$ cat src/rtl/nand_data_tx_if.sv
// Bus bundle for nand_data_tx: command handshake, data-buffer read port and
// NAND data-input pads. The streamer connects through the slave modport.
interface nand_data_tx_if #(
  parameter int unsigned WIDTH = 8,
  parameter int unsigned LEN_W = 13
);
  logic             start;
  logic [LEN_W-1:0] len;
  logic             busy;
  logic             done;
  logic             err_uflow;
  logic             fifo_rempty;
  logic [WIDTH-1:0] fifo_dout;
  logic             fifo_rd_en;
  logic [WIDTH-1:0] nand_dq_o;
  logic             nand_dq_oe;
  logic             nand_we_n;

  modport master (
    output start, len, fifo_rempty, fifo_dout,
    input  busy, done, err_uflow, fifo_rd_en, nand_dq_o, nand_dq_oe, nand_we_n
  );

  modport slave (
    input  start, len, fifo_rempty, fifo_dout,
    output busy, done, err_uflow, fifo_rd_en, nand_dq_o, nand_dq_oe, nand_we_n
  );
endinterface

$ cat src/rtl/nand_data_tx.sv
// Program-path data streamer: pops the page buffer (show-ahead read port) and
// drives one NAND data-input write cycle (DQ + WE#) per byte until the
// commanded count is sent.
// Optional feature: define NAND_DATA_TX_UFLOW_TO_EN to abort with err_uflow
// after TO_CYC consecutive empty-buffer cycles while waiting for a byte.
module nand_data_tx #(
  parameter int unsigned WIDTH  = 8,
  parameter int unsigned LEN_W  = 13,
  parameter int unsigned TWP    = 2,
  parameter int unsigned TWH    = 2,
  parameter int unsigned TO_CYC = 1024
) (
  input  logic          clk,
  input  logic          rst,
  nand_data_tx_if.slave bus
);

  localparam int unsigned PH_MAX = (TWP > TWH) ? TWP : TWH;
  localparam int unsigned PH_W   = (PH_MAX > 1) ? $clog2(PH_MAX) : 1;

  // Reject pulse widths and timeout that the phase logic cannot represent.
  if (TWP < 1 || TWH < 1 || TO_CYC < 1) begin : g_param_chk
    $error("nand_data_tx: TWP, TWH and TO_CYC must all be at least 1");
  end

  typedef enum logic [2:0] {
    S_IDLE,
    S_FETCH,
    S_WLOW,
    S_WHIGH,
    S_DONE
  } state_e;

  state_e           state_q, state_d;
  logic [LEN_W-1:0] rem_q, rem_d;
  logic [PH_W-1:0]  ph_q, ph_d;
  logic [WIDTH-1:0] dq_q, dq_d;
  logic             oe_q, oe_d;
  logic             we_n_q, we_n_d;
  logic             busy_q, busy_d;
  logic             done_q, done_d;
  logic             rd_en_c;

`ifdef NAND_DATA_TX_UFLOW_TO_EN
  localparam int unsigned TO_W = $clog2(TO_CYC + 1);
  logic [TO_W-1:0] to_q, to_d, to_inc;
  logic            err_q, err_d;
`endif

  // Next-state, byte fetch, phase timing and registered-output decode.
  always_comb begin
    state_d = state_q;
    rem_d   = rem_q;
    ph_d    = ph_q;
    dq_d    = dq_q;
    rd_en_c = 1'b0;
`ifdef NAND_DATA_TX_UFLOW_TO_EN
    to_d    = '0;
    err_d   = 1'b0;
    to_inc  = (to_q == TO_W'(TO_CYC)) ? to_q : to_q + TO_W'(1);
`endif

    case (state_q)
      S_IDLE: begin
        if (bus.start) begin
          if (bus.len != '0) begin
            rem_d   = bus.len;
            state_d = S_FETCH;
          end else begin
            state_d = S_DONE;
          end
        end
      end
      S_FETCH: begin
        if (!bus.fifo_rempty) begin
          rd_en_c = 1'b1;
          dq_d    = bus.fifo_dout;
          if (rem_q != '0) begin
            rem_d = rem_q - LEN_W'(1);
          end
          ph_d    = PH_W'(TWP - 1);
          state_d = S_WLOW;
        end
`ifdef NAND_DATA_TX_UFLOW_TO_EN
        else if (to_inc == TO_W'(TO_CYC)) begin
          err_d   = 1'b1;
          state_d = S_DONE;
        end else begin
          to_d = to_inc;
        end
`endif
      end
      S_WLOW: begin
        if (ph_q == '0) begin
          ph_d    = PH_W'(TWH - 1);
          state_d = S_WHIGH;
        end else begin
          ph_d = ph_q - PH_W'(1);
        end
      end
      S_WHIGH: begin
        if (ph_q == '0) begin
          state_d = (rem_q != '0) ? S_FETCH : S_DONE;
        end else begin
          ph_d = ph_q - PH_W'(1);
        end
      end
      S_DONE: begin
        state_d = S_IDLE;
      end
      default: begin
        state_d = S_IDLE;
      end
    endcase

    busy_d = (state_d != S_IDLE);
    done_d = (state_d == S_DONE);
    oe_d   = (state_d == S_FETCH) || (state_d == S_WLOW) || (state_d == S_WHIGH);
    we_n_d = (state_d != S_WLOW);
  end

  // State and output registers with synchronous reset.
  always_ff @(posedge clk) begin
    if (rst) begin
      state_q <= S_IDLE;
      rem_q   <= '0;
      ph_q    <= '0;
      dq_q    <= '0;
      oe_q    <= 1'b0;
      we_n_q  <= 1'b1;
      busy_q  <= 1'b0;
      done_q  <= 1'b0;
`ifdef NAND_DATA_TX_UFLOW_TO_EN
      to_q    <= '0;
      err_q   <= 1'b0;
`endif
    end else begin
      state_q <= state_d;
      rem_q   <= rem_d;
      ph_q    <= ph_d;
      dq_q    <= dq_d;
      oe_q    <= oe_d;
      we_n_q  <= we_n_d;
      busy_q  <= busy_d;
      done_q  <= done_d;
`ifdef NAND_DATA_TX_UFLOW_TO_EN
      to_q    <= to_d;
      err_q   <= err_d;
`endif
    end
  end

  assign bus.busy       = busy_q;
  assign bus.done       = done_q;
  assign bus.fifo_rd_en = rd_en_c;
  assign bus.nand_dq_o  = dq_q;
  assign bus.nand_dq_oe = oe_q;
  assign bus.nand_we_n  = we_n_q;
`ifdef NAND_DATA_TX_UFLOW_TO_EN
  assign bus.err_uflow  = err_q;
`else
  assign bus.err_uflow  = 1'b0;
`endif

endmodule

$ cat src/flat_wrapper.sv
// flat-port wrapper written by rule: the top's interface ports become plain ports
module nand_data_tx_flat 
#(
  parameter int unsigned WIDTH  = 8,
  parameter int unsigned LEN_W  = 13,
  parameter int unsigned TWP    = 2,
  parameter int unsigned TWH    = 2,
  parameter int unsigned TO_CYC = 1024
)
  (clk, rst, bus_start, bus_len, bus_fifo_rempty, bus_fifo_dout, bus_busy, bus_done, bus_err_uflow, bus_fifo_rd_en, bus_nand_dq_o, bus_nand_dq_oe, bus_nand_we_n);
  nand_data_tx_if #(.WIDTH(WIDTH), .LEN_W(LEN_W)) bus_i ();
  input  logic clk;
  input  logic rst;
  input wire logic [$bits(bus_i.start)-1:0] bus_start;
  input wire logic [$bits(bus_i.len)-1:0] bus_len;
  input wire logic [$bits(bus_i.fifo_rempty)-1:0] bus_fifo_rempty;
  input wire logic [$bits(bus_i.fifo_dout)-1:0] bus_fifo_dout;
  output wire logic [$bits(bus_i.busy)-1:0] bus_busy;
  output wire logic [$bits(bus_i.done)-1:0] bus_done;
  output wire logic [$bits(bus_i.err_uflow)-1:0] bus_err_uflow;
  output wire logic [$bits(bus_i.fifo_rd_en)-1:0] bus_fifo_rd_en;
  output wire logic [$bits(bus_i.nand_dq_o)-1:0] bus_nand_dq_o;
  output wire logic [$bits(bus_i.nand_dq_oe)-1:0] bus_nand_dq_oe;
  output wire logic [$bits(bus_i.nand_we_n)-1:0] bus_nand_we_n;
  assign bus_i.start = bus_start;
  assign bus_i.len = bus_len;
  assign bus_i.fifo_rempty = bus_fifo_rempty;
  assign bus_i.fifo_dout = bus_fifo_dout;
  assign bus_busy = bus_i.busy;
  assign bus_done = bus_i.done;
  assign bus_err_uflow = bus_i.err_uflow;
  assign bus_fifo_rd_en = bus_i.fifo_rd_en;
  assign bus_nand_dq_o = bus_i.nand_dq_o;
  assign bus_nand_dq_oe = bus_i.nand_dq_oe;
  assign bus_nand_we_n = bus_i.nand_we_n;
  nand_data_tx #(.WIDTH(WIDTH), .LEN_W(LEN_W), .TWP(TWP), .TWH(TWH), .TO_CYC(TO_CYC)) u_core (.clk(clk), .rst(rst), .bus(bus_i));
endmodule
$ cat config.mk
export PLATFORM = sky130hd
export DESIGN_NAME = nand_data_tx_flat
export DESIGN_NICKNAME = d
export VERILOG_FILES = /design/src/rtl/nand_data_tx_if.sv /design/src/rtl/nand_data_tx.sv /design/src/flat_wrapper.sv
export SDC_FILE = /design/constraint.sdc
export NUM_CORES = 1
export LEC_CHECK = 0
export CORE_MARGIN = 1.5
export CORE_UTILIZATION = 25
export CTS_CLUSTER_DIAMETER = 40
export CTS_CLUSTER_SIZE = 30
export DETAILED_ROUTE_END_ITERATION = 16
export PLACE_DENSITY = 0.44
export SLEW_MARGIN = 20
export SYNTH_ARGS = -nofsm -noshare
export SYNTH_HDL_FRONTEND = slang
export SYNTH_SLANG_ARGS = --single-unit
$ cat constraint.sdc
create_clock -name clk -period 4 [get_ports clk]
set_input_delay 0.8 -clock clk [delete_from_list [all_inputs] [get_ports clk]]
set_output_delay 0.8 -clock clk [all_outputs]
set_load 0.005 [all_outputs]
==> results of run 1 <==
-- logic make-up (layout without fill, tap and decap cells) --
logic type,Yosys count,count (layout),share of synthesized area
and+or+nand+nor,89,89,0.297
xor gates and xnor gates,3,3,0.0167
adders and majority gates,2,2,0.0159
buffers and inverters,20,54,0.0643
DFF,29,29,0.369
AOI/OAI and AO/OA,58,58,0.235
other,1,1,0.00238
-- Yosys cell counts, types with 2 or more instances --
master / instances
nand2_1: 30
xnor2_1: 3
buf_4: 4
nand3_1: 8
dfxtp_1: 29
clkbuf_1: 6
o31ai_1: 3
nor3b_1: 2
nor2b_1: 2
nor4_1: 4
o41ai_1: 2
o21ai_0: 10
nand2b_1: 4
nor4_2: 2
ha_1: 2
a211oi_1: 5
o22ai_1: 2
inv_1: 5
o32ai_1: 2
a21oi_1: 20
buf_2: 2
nor2_1: 16
nor3_1: 5
or3b_1: 2
a31oi_1: 5
nand4_1: 2
a221oi_1: 2
-- per-stage QoR --
step	setup WS, ps	cell area, um^2
floorplan	1500	1580
finish	519	2070
global route	401	2070
CTS	507	2070
detailed placement	504	1980
global placement	549	1980
-- critical path: cells and delay by family --
| family | cells | cell delay [ps] |
|---|---|---|
| and+or+nand+nor | 2 | 750 |
| buffers and inverters | 3 | 1130 |
-- final cells by class --
type	count	area [um^2]	area share
clock buffer	5	68.8	0.0332
clock inverter	3	17.5	0.00846
inverter	6	23.8	0.0115
multi-input combinational	153	893	0.431
sequential	29	581	0.280
tap	75	93.8	0.0453
timing repair buffer	40	393	0.190
-- path summary, 6_finish.rpt --
kind                                         startpoint                       to  slack, ps
worst max register to register        u_core.state_q[0]         u_core.rem_q[11]       1480
worst min register to register  u_core.bus.nand_dq_o[5]  u_core.bus.nand_dq_o[5]        460
worst max-delay path                    bus_fifo_rempty           bus_fifo_rd_en        520
worst min-delay path            u_core.bus.nand_dq_o[5]  u_core.bus.nand_dq_o[5]        460
-- sequential cells by signal, summed over array words and instances (netlist names) --
signal	cells
u_core.bus.done	1
u_core.bus.nand_dq_oe	1
u_core.state_q	3
u_core.bus.nand_dq_o	8
u_core.rem_q	13
u_core.bus.nand_we_n	1
u_core.bus.busy	1
u_core.ph_q	1
-- metal layers --
metal / up-vias / global-route usage / routed length, um
met5: - / 0 / 0
met4: 0 / 0.0559 / 59
met3: 5 / 0.0319 / 226
met2: 43 / 0.219 / 2120
met1: 774 / 0.185 / 2050
li1: 796 / - / -
-- power breakdown --
part	internal (uW)	switching [uW]
Clock	120	117
Sequential	321	35.7
Combinational	121	147
==> impl_metrics.env, run 1 <==
export IMPL_synthTopCellsByArea="dfxtp_1 37%, nand2_1 7.1%, a21oi_1 6.4%, nor2_1 3.8%, o21ai_0 3.2%"
export IMPL_grt_overflow_total=0
export IMPL_cts_root_buf="clkbuf_8"
export IMPL_power_uw=861
export IMPL_io_pins=39
export IMPL_power_density_mw_per_mm2=416
export IMPL_period_minus_slack_ps=3480
export IMPL_io_buffers=37
export IMPL_ys_seq_elements=29
export IMPL_synth_top_area_frac=0.369
export IMPL_tightest_slew_ps=980
export IMPL_synthArstFlopShare=0
export IMPL_ys_seq_area_frac=0.369
export IMPL_crit_fanout=11
export IMPL_peakVddDrop_v=0.000119
export IMPL_cp_cell_sequence="clkdlybuf4s50_1 -> or3b_1 -> or2_1 -> clkinv_2 -> clkdlybuf4s50_1"
export IMPL_synth_flop_cell="dfxtp_1"
export IMPL_required_ps=3200
export IMPL_fin_nets=262
export IMPL_path_common_cell="clkdlybuf4s50_1"
export IMPL_dp_cells=303
export IMPL_htreeDepth=2
export IMPL_layout_drive_gt1_share=0.0847
export IMPL_synth_largest_area_cell="dfxtp_1"
export IMPL_synth_cells=202
export IMPL_cp_data_arrival_time_ps=2680
export IMPL_syn_avg_cell_area_um2=7.80
export IMPL_slowest_stage="clkdlybuf4s50_1"
export IMPL_cts_buffers=5
export IMPL_cts_tree="yes"
export IMPL_timing_final_crit_share=0.870
export IMPL_die_width_um=82.4
export IMPL_relSlewSlack=0.345
export IMPL_die_area_mm2=0.00679
export IMPL_ys_types=50
export IMPL_layout_commonest_cell="clkdlybuf4s50_1"
export IMPL_start_kind="primary input"
export IMPL_cts_resized=0
export IMPL_grt_total_usage=0.140
export IMPL_timing_fmax_ghz=0.287
export IMPL_finalHoldViolCount=0
export IMPL_clock_sinks=29
export IMPL_ant_nets=0
export IMPL_p_leak_uw=0.000714
export IMPL_cts_hold_buf=0
export IMPL_crit_path_end_kind="primary output"
export IMPL_first_iter_violations=113
export IMPL_finalNonFillerCells=311
export IMPL_drv_slew=0
export IMPL_via_per_inst=5.20
export IMPL_via_count=1618
export IMPL_finalClockSkew_ps=4.62
export IMPL_die_h_um=82.4
export IMPL_synth_edf_count=0
export IMPL_antenna_found_initial=0
export IMPL_drc=0
export IMPL_first_pass_iters=5
export IMPL_status="finished clean"
export IMPL_hp_class="reg -> reg"
export IMPL_final_cell_mix="37 x clkdlybuf4s50_1, 30 x nand2_1, 29 x dfxtp_1, 20 x a21oi_1, 16 x nor2_1"
export IMPL_setup_viol=0
export IMPL_critical_path_max_stage_delay_ps=520
export IMPL_max_cap_violations=0
export IMPL_r2r_cells=6
export IMPL_synthesis_area_mm2=0.00158
export IMPL_post_route_util=0.346
export IMPL_crit_type="in -> out"
export IMPL_wl_um=4460
export IMPL_clock_path_buffers=2
export IMPL_start_util=0.263
export IMPL_cts_setup_buffers=0
export IMPL_fin_tns_setup_ps=0
export IMPL_hold_depth=2
export IMPL_areaGrowthSynthToFinish_pct=31.5
export IMPL_core_area_mm2=0.00599
export IMPL_grt_pass1_vias=1391
export IMPL_nFillCells=627
export IMPL_grt_start_max_net_pins=19
export IMPL_clkTransAtPathRegs_ps=60
export IMPL_globalplace_congestion=0.744
export IMPL_yosysWarnings=0
export IMPL_grt_pass1_wl_um=7030
export IMPL_clk_latency_ps=280
export IMPL_rsz0062_at_grt="false"
export IMPL_hpwl_um=3150
export IMPL_syn_nets=229
export IMPL_wl_per_cell_um=14.3
export IMPL_timing_hold_ws_ps=456
export IMPL_placementRows=28
export IMPL_antenna_cells=0
No activity file was read; power rests on OpenSTA's default activity.
==> inputs of run 2 (changes only) <==
--- a/config.mk
+++ b/config.mk
@@ -11,6 +11,7 @@
 export CTS_CLUSTER_SIZE = 30
 export DETAILED_ROUTE_END_ITERATION = 16
 export PLACE_DENSITY = 0.44
+export RECOVER_POWER = 50
 export SLEW_MARGIN = 20
 export SYNTH_ARGS = -nofsm -noshare
 export SYNTH_HDL_FRONTEND = slang
==> impl_metrics.env, run 2 (synthesized netlist as in run 1, its figures left out) <==
export IMPL_grt_pass1_wl_um=7030
export IMPL_hp_class="reg -> reg"
export IMPL_crit_fanout=11
export IMPL_p_leak_uw=0.000744
export IMPL_status="finished clean"
export IMPL_htreeDepth=2
export IMPL_required_ps=3200
export IMPL_clock_path_buffers=2
export IMPL_timing_final_crit_share=0.903
export IMPL_via_count=1619
export IMPL_nFillCells=627
export IMPL_layout_drive_gt1_share=0.0847
export IMPL_power_uw=857
export IMPL_first_iter_violations=113
export IMPL_largest_register_ffs=13
export IMPL_fin_ws_ps=386
export IMPL_grt_pass1_vias=1391
export IMPL_dpl_worst_slack_ps=504
export IMPL_areaGrowthSynthToFinish_pct=31.5
export IMPL_grt_overflow_total=0
export IMPL_wl_per_cell_um=14.3
export IMPL_grt_start_max_net_pins=19
export IMPL_antenna_found_initial=0
export IMPL_tightest_slew_ps=980
export IMPL_fin_tns_setup_ps=0
export IMPL_wl_um=4460
export IMPL_regArea_um2=581
export IMPL_antenna_cells=0
export IMPL_layout_commonest_cell="nand2_1"
export IMPL_io_pins=39
export IMPL_die_width_um=82.4
export IMPL_globalplace_congestion=0.744
export IMPL_cp_data_arrival_time_ps=2810
export IMPL_drc=0
export IMPL_finalHoldViolCount=0
export IMPL_cts_setup_buffers=0
export IMPL_io_buffers=37
export IMPL_grt_total_usage=0.140
export IMPL_die_area_mm2=0.00679
export IMPL_setup_viol=0
export IMPL_final_cell_mix="30 x nand2_1, 29 x dfxtp_1, 24 x clkdlybuf4s50_1, 20 x a21oi_1, 16 x nor2_1"
export IMPL_start_kind="primary input"
export IMPL_cts_root_buf="clkbuf_8"
export IMPL_cts_tree="yes"
export IMPL_clock_sinks=29
export IMPL_via_per_inst=5.21
export IMPL_cts_hold_buf=0
export IMPL_ant_nets=0
export IMPL_multi_input_area_um2=893
export IMPL_peakVddDrop_v=0.000119
export IMPL_rsz0062_at_grt="false"
export IMPL_finalClockSkew_ps=4.24
export IMPL_drv_slew=0
export IMPL_power_density_mw_per_mm2=414
export IMPL_top_register="u_core.rem_q"
export IMPL_period_minus_slack_ps=3610
export IMPL_first_pass_iters=5
export IMPL_clkTransAtPathRegs_ps=60
export IMPL_clk_latency_ps=280
export IMPL_die_h_um=82.4
export IMPL_timing_fmax_ghz=0.277
export IMPL_cts_buffers=5
export IMPL_max_cap_violations=0
export IMPL_core_area_mm2=0.00599
export IMPL_hpwl_um=3150
export IMPL_cts_resized=0
export IMPL_crit_path_end_kind="primary output"
export IMPL_start_util=0.263
export IMPL_placementRows=28
export IMPL_relSlewSlack=0.345
export IMPL_fin_nets=262
export IMPL_crit_type="in -> out"
[run 2: cell types whose count changed in the layout (fill, tap and decap cells not counted)]
| cell | before | now |
|---|---|---|
| dlygate4sd3_1 | 0 | 13 |
| clkdlybuf4s50_1 | 37 | 24 |
[run 2: layout make-up]
type                    instances  area share
clock buffers                   5      0.0332
clock inverters                 3     0.00846
inverters                       6      0.0115
multi-input cells             153       0.431
flip-flops and latches         29       0.280
well taps                      75      0.0453
repair buffers                 40       0.190
[run 2: path summary, 6_finish.rpt]
check                                from                 endpoint  slack (ps)  depth (start not counted)
setup reg to reg        u_core.state_q[0]         u_core.rem_q[11]        1480                          6
hold reg to reg   u_core.bus.nand_dq_o[5]  u_core.bus.nand_dq_o[5]         450                          2
hold / removal    u_core.bus.nand_dq_o[5]  u_core.bus.nand_dq_o[5]         450                          2
setup / recovery          bus_fifo_rempty           bus_fifo_rd_en         390                          5
[run 2: metrics by stage]
step	hold WS, ps	cells	util	area (um^2)
floorplan	453	202	-	1580
global placement	444	303	0.331	1980
detailed placement	451	303	0.331	1980
CTS	460	311	0.346	2070
global route	477	311	0.346	2070
finish	453	311	0.346	2070
[run 2: routing by layer]
| layer | share of wire | wire [um] | vias to the layer above | track usage |
|---|---|---|---|---|
| met1 | 0.46 | 2050 | 775 | 0.185 |
| met3 | 0.051 | 226 | 5 | 0.0319 |
| li1 | - | - | 796 | - |
| met5 | 0 | 0 | - | 0 |
| met2 | 0.48 | 2120 | 43 | 0.219 |
| met4 | 0.013 | 59 | 0 | 0.0559 |
[run 2: worst max-delay path, cell delays in order]
cell and delay [ps]:
dlygate4sd3_1 550, or3b_1 390, or2_1 360, clkinv_2 190, clkdlybuf4s50_1 520
[run 2: power breakdown]
group | switching [uW] | internal [uW] | leakage, uW
registers | 35.3 | 321 | 0.000238
clock network | 117 | 120 | 0.0000439
logic | 147 | 118 | 0.000463
total | 299 | 558 | 0.000744
==> inputs of run 3 (changes only) <==
--- a/config.mk
+++ b/config.mk
@@ -10,7 +10,7 @@
 export CTS_CLUSTER_DIAMETER = 40
 export CTS_CLUSTER_SIZE = 30
 export DETAILED_ROUTE_END_ITERATION = 16
-export PLACE_DENSITY = 0.44
+export PLACE_DENSITY = 0.46
 export RECOVER_POWER = 50
 export SLEW_MARGIN = 20
 export SYNTH_ARGS = -nofsm -noshare
==> constraint.sdc (replaced) <==
create_clock -name clk -period 3.2 [get_ports clk]
set_input_delay 0.64 -clock clk [delete_from_list [all_inputs] [get_ports clk]]
set_output_delay 0.64 -clock clk [all_outputs]
set_load 0.005 [all_outputs]
==> impl_metrics.env, run 3 (synthesized netlist as in run 1, its figures left out) <==
export IMPL_status="finished clean"
export IMPL_dpl_worst_slack_ps=291
export IMPL_clk_latency_ps=290
export IMPL_grt_pass1_wl_um=7320
export IMPL_grt_total_usage=0.145
export IMPL_io_pins=39
export IMPL_max_cap_violations=0
export IMPL_cts_setup_buffers=0
export IMPL_grt_overflow_total=0
export IMPL_required_ps=2560
export IMPL_top_register="u_core.rem_q"
export IMPL_antenna_found_initial=0
export IMPL_first_pass_iters=4
export IMPL_nFillCells=635
export IMPL_ant_nets=0
export IMPL_antenna_cells=0
export IMPL_via_count=1596
export IMPL_drc=0
export IMPL_crit_type="in -> out"
export IMPL_crit_fanout=3
export IMPL_placementRows=28
export IMPL_tightest_slew_ps=803
export IMPL_hpwl_um=3320
export IMPL_cp_data_arrival_time_ps=2260
export IMPL_dpl_instance_area_mm2=0.00205
export IMPL_start_kind="primary input"
export IMPL_grt_pass1_vias=1460
export IMPL_clock_sinks=29
export IMPL_fin_nets=271
export IMPL_cts_hold_buf=0
export IMPL_timing_fmax_ghz=0.344
export IMPL_relSlewSlack=0.465
export IMPL_die_width_um=82.4
export IMPL_fin_tns_setup_ps=0
export IMPL_wl_per_cell_um=14.2
export IMPL_setup_viol=0
export IMPL_timing_final_crit_share=0.907
export IMPL_finalClockSkew_ps=8.85
export IMPL_clkTransAtPathRegs_ps=60
export IMPL_wl_um=4540
export IMPL_cts_root_buf="clkbuf_8"
export IMPL_regArea_um2=581
export IMPL_period_minus_slack_ps=2900
export IMPL_clock_path_buffers=2
export IMPL_final_cell_mix="30 x nand2_1, 29 x dfxtp_1, 24 x clkdlybuf4s50_1, 20 x a21oi_1, 16 x nor2_1"
export IMPL_final_cell_area_mm2=0.00215
export IMPL_globalplace_congestion=0.758
export IMPL_crit_path_end_kind="primary output"
export IMPL_fin_ws_ps=297
export IMPL_hp_class="reg -> reg"
export IMPL_cts_resized=0
export IMPL_rsz0062_at_grt="false"
export IMPL_areaGrowthSynthToFinish_pct=36.5
export IMPL_start_util=0.263
export IMPL_grt_start_max_net_pins=19
export IMPL_die_h_um=82.4
export IMPL_io_buffers=37
export IMPL_htreeDepth=2
export IMPL_first_iter_violations=103
export IMPL_multi_input_area_um2=893
export IMPL_layout_drive_gt1_share=0.114
export IMPL_largest_register_ffs=13
export IMPL_finalHoldViolCount=0
export IMPL_via_per_inst=4.99
export IMPL_cts_tree="yes"
export IMPL_core_area_mm2=0.00599
export IMPL_cts_buffers=5
export IMPL_p_leak_uw=0.000794
export IMPL_power_density_mw_per_mm2=531
export IMPL_die_area_mm2=0.00679
export IMPL_peakVddDrop_v=0.000201
export IMPL_timing_hold_ws_ps=451
export IMPL_layout_commonest_cell="nand2_1"
export IMPL_drv_slew=0
## run 3: metal layers
metal	wire (um)	share of wire	global-route usage	up-vias
met5	0	0	0	-
met4	58	0.013	0.0644	0
met3	178	0.039	0.0341	6
met2	2070	0.46	0.219	42
met1	2230	0.49	0.196	734
li1	-	-	-	814
## run 3: critical path, cell delays in order
cell and delay (ps):
clkdlybuf4s50_1 420, or3b_1 400, or2_1 260, clkinv_2 60, clkdlybuf4s50_1 490
## run 3: final timing paths
kind	from	end	slack (ps)	cells past startpoint
min	u_core.bus.nand_dq_o[5]	u_core.bus.nand_dq_o[5]	450	2
min reg2reg	u_core.bus.nand_dq_o[5]	u_core.bus.nand_dq_o[5]	450	2
max reg2reg	u_core.rem_q[9]	u_core.rem_q[0]	850	5
max	bus_fifo_rempty	bus_fifo_rd_en	300	5
## run 3: stage by stage
stage | total power, uW | cells | util
global placement | 819 | 312 | 0.343
detailed placement | 814 | 312 | 0.343
global route | 1220 | 320 | 0.359
floorplan | 673 | 202 | -
CTS | 1160 | 320 | 0.359
finish | 1140 | 320 | 0.359
## run 3: area by class of cell
type                            instances  area share
Sequential cell                        29       0.270
Multi-Input combinational cell        153       0.416
Tap cell                               75      0.0437
Timing Repair Buffer                   49       0.212
Inverter                                6      0.0111
Clock buffer                            7      0.0448
Clock inverter                          1     0.00233
## run 3: where the power goes
group | leakage (uW) | internal, uW | total (uW) | switching [uW]
logic | 0.000502 | 169 | 357 | 188
clock network | 0.0000542 | 194 | 340 | 145
registers | 0.000238 | 401 | 446 | 44.6
total | 0.000794 | 764 | 1140 | 378
